==> src/rtl/sample_packer_pkg.sv <==
`default_nettype none
// ============================================================================
// Module      : sample_packer_pkg
// Description : Shared types and the majority rule for the sample packer and
//               the downstream 4-sample majority-vote stage. The majority rule
//               lives here so the packer and the majority stage's checker
//               evaluate exactly the same expression.
// Revision    : 1.0 - initial release
// ============================================================================
package sample_packer_pkg;

  typedef enum logic {
    FILL = 1'b0,
    HOLD = 1'b1
  } pk_state_t;

  // Widest window the majority helper understands.
  localparam int c_MAX_WIDTH = 16;

  // Majority of the low w bits of v: 1 iff ones > zeros, a tie gives 0.
  function automatic logic maj_of(input logic [15:0] v, input int w);
    int ones;
    ones = 0;
    for (int i = 0; i < c_MAX_WIDTH; i++) begin
      if (i < w) ones += int'(v[i]);
    end
    return (2 * ones) > w;
  endfunction

endpackage
`default_nettype wire

==> src/rtl/sample_packer_popcount_maj.sv <==
`default_nettype none
// ============================================================================
// Module      : popcount_maj
// Description : Combinational population count of a WIDTH-bit window and the
//               resulting majority bit (2*ones > WIDTH, ties give 0).
// Ports       : v_i   [WIDTH-1:0] window to evaluate
//               maj_o             majority bit
// Revision    : 1.0 - initial release
// ============================================================================
module popcount_maj #(
  parameter int WIDTH = 4
) (
  input  logic [WIDTH-1:0] v_i,
  output logic             maj_o
);

  // Enough bits to hold a count of WIDTH.
  localparam int c_OW = $clog2(WIDTH + 1);

  logic [c_OW-1:0] w_ones;

  always_comb begin
    w_ones = '0;
    for (int i = 0; i < WIDTH; i++) begin
      w_ones = w_ones + c_OW'(v_i[i]);
    end
  end

  // {ones,0} is 2*ones; WIDTH always fits in c_OW+1 bits.
  assign maj_o = ({w_ones, 1'b0} > (c_OW + 1)'(WIDTH));

endmodule
`default_nettype wire

==> src/rtl/sample_packer.sv <==
`default_nettype none
// ============================================================================
// Module      : sample_packer
// Description : Serial-to-window packer. Collects WIDTH sample bits LSB-first
//               and presents the window with a valid/ready handshake, together
//               with a registered majority bit and a completed-window counter.
// Ports       : clk, rst            clock, asynchronous active-high reset
//               sin, sin_valid      sample bit and its valid
//               sin_ready           packer can take a sample this cycle
//               flush               close a partial window early (0-padded)
//               win, win_valid      window (bit 0 oldest) and its valid
//               win_ready           downstream consumes the window
//               maj                 majority of win (tie gives 0)
//               frame_cnt           completed output handshakes, wrapping
// Revision    : 1.0 - initial release
// ============================================================================
module sample_packer
  import sample_packer_pkg::*;
#(
  parameter int WIDTH = 4,
  parameter int CNT_W = 8
) (
  input  logic             clk,
  input  logic             rst,
  input  logic             sin,
  input  logic             sin_valid,
  output logic             sin_ready,
  input  logic             flush,
  output logic [WIDTH-1:0] win,
  output logic             win_valid,
  input  logic             win_ready,
  output logic             maj,
  output logic [CNT_W-1:0] frame_cnt
);

  localparam int c_IDX_W = $clog2(WIDTH);

  pk_state_t          state_q, state_d;
  logic [c_IDX_W-1:0] idx_q, idx_d;
  logic [WIDTH-1:0]   shreg_q, shreg_d;
  logic [WIDTH-1:0]   win_q, win_d;
  logic               win_valid_q, win_valid_d;
  logic               maj_q, maj_d;
  logic [CNT_W-1:0]   cnt_q, cnt_d;

  logic [WIDTH-1:0]   w_assembled;
  logic               w_maj;
  logic               w_close;

  // Bits at and above idx_q are always 0 while filling (the register is
  // cleared whenever a window closes), so OR-ing the new sample in at idx_q
  // is enough. In HOLD idx_q is 0, which gives the "sample lands in bit 0"
  // value needed when a transfer coincides with an accepted sample.
  assign w_assembled = shreg_q | ({{(WIDTH-1){1'b0}}, sin & sin_valid} << idx_q);

  popcount_maj #(
    .WIDTH (WIDTH)
  ) u_popcount_maj (
    .v_i   (w_assembled),
    .maj_o (w_maj)
  );

  always_comb begin
    state_d     = state_q;
    idx_d       = idx_q;
    shreg_d     = shreg_q;
    win_d       = win_q;
    win_valid_d = win_valid_q;
    maj_d       = maj_q;
    cnt_d       = cnt_q;
    sin_ready   = 1'b1;
    w_close     = 1'b0;

    case (state_q)
      FILL: begin
        sin_ready = 1'b1;
        // Flush only closes a window that would contain at least one sample.
        w_close = (sin_valid && (idx_q == c_IDX_W'(WIDTH - 1)))
                || (flush && ((idx_q != '0) || sin_valid));
        if (w_close) begin
          win_d       = w_assembled;
          maj_d       = w_maj;
          win_valid_d = 1'b1;
          idx_d       = '0;
          shreg_d     = '0;
          state_d     = HOLD;
        end else if (sin_valid) begin
          shreg_d = w_assembled;
          idx_d   = idx_q + c_IDX_W'(1);
        end
      end
      HOLD: begin
        sin_ready = win_ready;
        if (win_ready) begin
          win_d       = '0;
          maj_d       = 1'b0;
          win_valid_d = 1'b0;
          cnt_d       = cnt_q + CNT_W'(1);
          state_d     = FILL;
          if (sin_valid) begin
            shreg_d = w_assembled;
            idx_d   = c_IDX_W'(1);
          end
        end
      end
      default: ;
    endcase
  end

  always_ff @(posedge clk or posedge rst) begin
    if (rst) begin
      state_q     <= FILL;
      idx_q       <= '0;
      shreg_q     <= '0;
      win_q       <= '0;
      win_valid_q <= 1'b0;
      maj_q       <= 1'b0;
      cnt_q       <= '0;
    end else begin
      state_q     <= state_d;
      idx_q       <= idx_d;
      shreg_q     <= shreg_d;
      win_q       <= win_d;
      win_valid_q <= win_valid_d;
      maj_q       <= maj_d;
      cnt_q       <= cnt_d;
    end
  end

  assign win       = win_q;
  assign win_valid = win_valid_q;
  assign maj       = maj_q;
  assign frame_cnt = cnt_q;

endmodule
`default_nettype wire

==> config.mk <==
export PLATFORM = sky130hd
export DESIGN_NAME = sample_packer
export DESIGN_NICKNAME = d
export VERILOG_FILES = /design/src/rtl/sample_packer_pkg.sv /design/src/rtl/sample_packer_popcount_maj.sv /design/src/rtl/sample_packer.sv
export SDC_FILE = /design/constraint.sdc
export NUM_CORES = 1
export LEC_CHECK = 0
export ABC_CLOCK_PERIOD_IN_PS = 2550
export CELL_PAD_IN_SITES_DETAIL_PLACEMENT = 0
export CELL_PAD_IN_SITES_GLOBAL_PLACEMENT = 1
export CORE_MARGIN = 10
export CORE_UTILIZATION = 36
export CTS_BUF_LIST = sky130_fd_sc_hd__clkbuf_8
export DETAILED_ROUTE_END_ITERATION = 8
export PLACE_DENSITY = 0.87
export RECOVER_POWER = 50
export SLEW_MARGIN = 20
export SYNTH_ARGS = -nofsm -noshare
export SYNTH_HDL_FRONTEND = slang
export SYNTH_SLANG_ARGS = --single-unit
==> constraint.sdc <==
create_clock -name clk -period 2.55 [get_ports clk]
set_clock_uncertainty 0.15 [all_clocks]
set_input_delay 0.255 -clock clk [delete_from_list [all_inputs] [get_ports clk]]
set_output_delay 0.255 -clock clk [all_outputs]
set_load 0.02 [all_outputs]
# Yosys cells after proc, flatten, opt, wreduce, memory -nomap -nowiden

Cells that the tools add are included.

Flip-flop bits (word level): 21
Input bits: 6
Output and inout port bits: 15

$add $sub $neg: 5
Magnitude comparators: 1
Equality and inequality tests: 5
Shifts and indexed selects: 1
Muxes and demuxes: 21
Bitwise gates (word level): 3
Reductions and logical operators: 8

Operator list:

| kind                                               | number |
|---|---|
| 2-to-1 mux 4 bit                                   | 5 |
| one-hot mux 4 bit (2 select lines)                 | 2 |
| adder 8 x 1 -> 8 bit, second input constant        | 1 |
| 2-to-1 mux 2 bit                                   | 4 |
| one-hot mux 1 bit (2 select lines)                 | 4 |
| adder 3 x 1 -> 3 bit                               | 2 |
| inequality test 2 bit, second input constant       | 3 |
| 2-to-1 mux 1 bit                                   | 5 |
| > comparator 4 x 3 -> 1 bit, second input constant | 1 |
| OR 4 bit                                           | 1 |
| one-hot mux 2 bit (2 select lines)                 | 1 |
| AND reduction 2 bit                                | 2 |
| << shifter 1 x 2 -> 4 bit                          | 1 |
| inequality test 3 bit, second input constant       | 1 |
| AND reduction 3 bit                                | 1 |
| adder 1 x 1 -> 2 bit                               | 1 |
| adder 2 x 1 -> 2 bit, second input constant        | 1 |
| == test 2 bit, second input constant               | 1 |
| logical AND 1 bit                                  | 2 |
| logical OR 1 bit                                   | 2 |
| nonzero test 2 bit                                 | 1 |
| bitwise AND 1 bit                                  | 1 |
| NOT 1 bit                                          | 1 |

# Depth between registers and ports, before layout

Word-level depth: 9
Gate-level depth with buffers: 9
Depth with buffers taken out: 9

# Hierarchy

A second synthesis with hierarchy kept.

Cell total of the unflattened synthesis: 108
Area total of the unflattened synthesis: 1113.6 sq um

By module, submodules not included:

| module        | instances | cells an instance | area each (sq um) | seq. area each (sq um) |
|---|---|---|---|---|
| sample_packer | 1         | 96                | 1024.7            | 525.5 |
| popcount_maj  | 1         | 12                | 88.8              | 0.0 |

# Worst setup path after synthesis

No wires, ideal clock.

Kind: reg2reg
Start point: register idx_q[1]
End point: register maj_q, in the netlist maj
Arrival: 2.245 ns
Required time: 2.321 ns
Path slack: 0.076 ns
Stages on the path, launching flop included: 10
Period minus slack after synthesis: 2.474 ns
Path through: dfrtp_1 > and3b_1 > a21oi_1 > inv_1 > ha_1 > fa_1 > ha_1 > nor3b_1 > or2_2 > mux2i_1

Word-level cells in the longest chain between the ends: 8
Elaborated cells between the ends (all ways): 16

Ends and longest elaborated chain:

| item                               | RTL line                         | text |
|---|---|---|
| start: declaration                 | sample_packer.sv:39              | `logic [c_IDX_W-1:0] idx_q, idx_d;` |
| start signal: assignment           | sample_packer.sv:121             | `idx_q <= idx_d;` |
| << shifter 1 x 2 -> 4 bit          | sample_packer.sv:54              | `assign w_assembled = shreg_q \| ({{(WIDTH-1){1'b0}}, sin & sin_valid} << idx_q);` |
| OR 4 bit                           | sample_packer.sv:54              |  |
| adder 1 x 1 -> 2 bit               | sample_packer_popcount_maj.sv:25 | `w_ones = w_ones + c_OW'(v_i[i]);` |
| adder 3 x 1 -> 3 bit (2 in series) | sample_packer_popcount_maj.sv:25 |  |
| > comparator 4 x 3 -> 1 bit        | sample_packer_popcount_maj.sv:30 | `assign maj_o = ({w_ones, 1'b0} > (c_OW + 1)'(WIDTH));` |
| 2-to-1 mux 1 bit                   | sample_packer.sv:80              | `if (w_close) begin` |
| one-hot mux 1 bit (2 select lines) | sample_packer.sv:74              | `case (state_q)` |
| end signal: assignment             | sample_packer.sv:125             | `maj_q <= maj_d;` |
| end: declaration                   | sample_packer.sv:43              | `logic maj_q, maj_d;` |

Parallel ways exist; a longest one is shown, timed or not. The select of a mux whose other input is x is not followed.
A chain may end at the register's enable or synchronous reset.

# Worst setup path in the final report

Same ends and word-level chain as after synthesis.

==> metrics.yaml <==
floorplan.initialDensity_pct: 37.9
syn_inst: 100
grt_max_degree: 22
hold_viol_final: 0
synth_edf_count: 0
cts_buffers: 3
rr_worst_depth: 9
rsz0062_at_grt: "false"
synth-seq-area-share_pct: 50.3
whs_ns: 0.280
syn_to_final_growth_pct: 34.9
path_class: "register to register"
grtUsageTotal_pct: 8.55
min-delay-start: "sin_valid"
pwr-share-comb_pct: 48.2
h-tree-depth: 1
ant_nets: 0
wl_met1_um: 931
cts.sinks: 21
critPathLaunchType: "register"
end_kind: "register"
cap_violations: 0
setup_viol: 0
ys_warn_count: 0
irDropWorstVdd_uv: 691
cp_max_fo: 2
post_drt_wl_per_cell_um: 13.9
num_vias: 815
clkPwrFrac_pct: 15.2
grt_first_pass_wirelength_mm: 3.79
fill_cells: 263
fin_crit_sh_pct: 95.3
clk_latency_ns: 0.27
hold_depth: 4
p_leak_nw: 0.669
antenna_found_initial: 0
switching_share_pct: 38.9
fin_util_pct: 51.1
cp.arrival_ns: 2.47
dpl.cell_count: 155
grt_pass1_vias: 853
drive_above_1_share_pct: 17.1
syn-num-nets: 113
r2r_end: "maj"
maxSlewViolCount: 0
synth-seq-cells: 21
period_minus_slack_ns: 2.43
p_int_mw: 0.900
final_common_cell: "dfrtp_1"
viasPerCell: 5.09
reg2reg_from: "idx_q[1]"
die_x_um: 73.9
path_clk_slew_ns: 0.08
fp.dieH_um: 73.9
final_cell_mix: "dfrtp_1, clkdlybuf4s50_1, nand2_1"
rows: 19
regToRegSetupSlack_ns: 0.12
synthesis.area_um2: 1040
finalWorstSetupSlack_ns: 0.119
grt-ovfl-total: 0
core_um2: 2760
met3_length_um: 198
slew_headroom_pct: 47.3
cp_data_required_time_ns: 2.59
status: "complete, no violations"
top_layer: "met4"
clockBufferDepth: 2
wl_mm: 2.22
io_pins: 21
power_density_nw_per_um2: 1040
wl_met2_mm: 1.07
hp-class: "input port to register"
dp_hpwl_mm: 1.69
synth_cell_types: 27
antennaDiodeCount: 0
p_seq_share_pct: 36.6
drc: 0
synthArstFlopShare_pct: 100
tritoncts: "yes"
fmax_mhz: 411
finalPower_mw: 1.47
drt-initial-drc-count: 33
pre_cts_ws_ns: -0.343
final_cells: 160
tightestPinTransition_ns: 0.789
p_sw_mw: 0.572
nNetsFinal: 143
die-area_um2: 5460
gp_congestion: 0.765
syn_area_per_cell_um2: 10.4
crit_start: "idx_q[1]"
root_buffer: "clkbuf_8"
min_to: "idx_q[0]"
io_buffers: 20
synthFlopType: "dfrtp_1"
drtPass1Iterations: 4
-- kinds of logic after synthesis --
kind of cell	Yosys count	synth area share, %
muxes	5	4.79
DFF	21	50.3
xor gates and xnor gates	7	5.87
adders and majority gates	7	9.10
AOI/OAI and AO/OA	11	6.23
buffers and inverters	13	5.87
and+or+nand+nor	36	17.8
-- metrics by stage --
step / TNS [ns] / cell area, um2
final: 0 / 1410
after global routing: 0 / 1410
after CTS: 0 / 1380
after detailed placement: -0.343 / 1310
after global placement: -0.237 / 1310
after floorplan: 0 / 1040
-- synth_stat cells, types with 2 or more instances --
| cell | n | area, um2 |
|---|---|---|
| nor3_1 | 4 | 20.0 |
| nand2b_1 | 3 | 18.8 |
| xnor2_1 | 7 | 61.3 |
| nand2_1 | 11 | 41.3 |
| and3_1 | 3 | 18.8 |
| nor3b_1 | 2 | 15.0 |
| a21oi_1 | 5 | 25.0 |
| nor2_1 | 4 | 15.0 |
| inv_1 | 10 | 37.5 |
| ha_1 | 6 | 75.1 |
| nand4_1 | 4 | 25.0 |
| dfrtp_1 | 21 | 526 |
| mux2i_1 | 5 | 50.1 |
| o21ai_0 | 2 | 10.0 |
-- worst max-delay path, cell delays in order, from the launching register on --
cell and delay, ns:
dfrtp_1 0.36, and3b_2 0.23, a21oi_2 0.16, inv_1 0.08, ha_4 0.22, fa_2 0.42
ha_4 0.22, nor3b_1 0.13, or2_2 0.27, mux2i_1 0.12
-- final cells by class --
| cell class | instances | area [um2] | area share, % |
|---|---|---|---|
| multi-input cells | 66 | 494 | 35.1 |
| clock buffers | 3 | 41.3 | 2.93 |
| clock inverters | 1 | 5.00 | 0.355 |
| well taps | 31 | 38.8 | 2.75 |
| repair buffers | 28 | 265 | 18.8 |
| flip-flops and latches | 21 | 527 | 37.4 |
| inverters | 10 | 37.5 | 2.66 |
-- registers in the layout (all words and copies together) (netlist names) --
signal     cells
frame_cnt      8
shreg_q        4
win            4
idx_q          2
maj            1
state_q        1
win_valid      1
-- per-layer routing --
layer,vias to the layer above,track usage (%)
met2,20,14.4
met5,-,0
met4,0,1.45
met1,400,9.69
li1,390,-
met3,5,4.04
-- how the worst max path moves through the flow --
stage,cells after the start,endpoint
6_report,9,maj
5_1_grt,9,maj
4_1_cts,10,maj
3_5_place_dp,10,maj
3_3_place_gp,10,maj
2_1_floorplan,9,maj
-- power groups by stage --
stage	Combinational (mW)	Clock, mW	Sequential, mW
6_report	0.709	0.224	0.538
5_1_grt	0.794	0.241	0.559
4_1_cts	0.686	0.228	0.536
3_5_place_dp	0.664	0	0.536
3_3_place_gp	0.644	0	0.535
2_1_floorplan	0.326	0	0.602
-- repair_timing --
item,4_1_cts,5_1_grt
resized for setup,3,7
buffers inserted,1,0
hold buffers,0,0
pin swaps,1,5
setup endpoints to repair,1,1
Power figures use the tool's default switching activity.
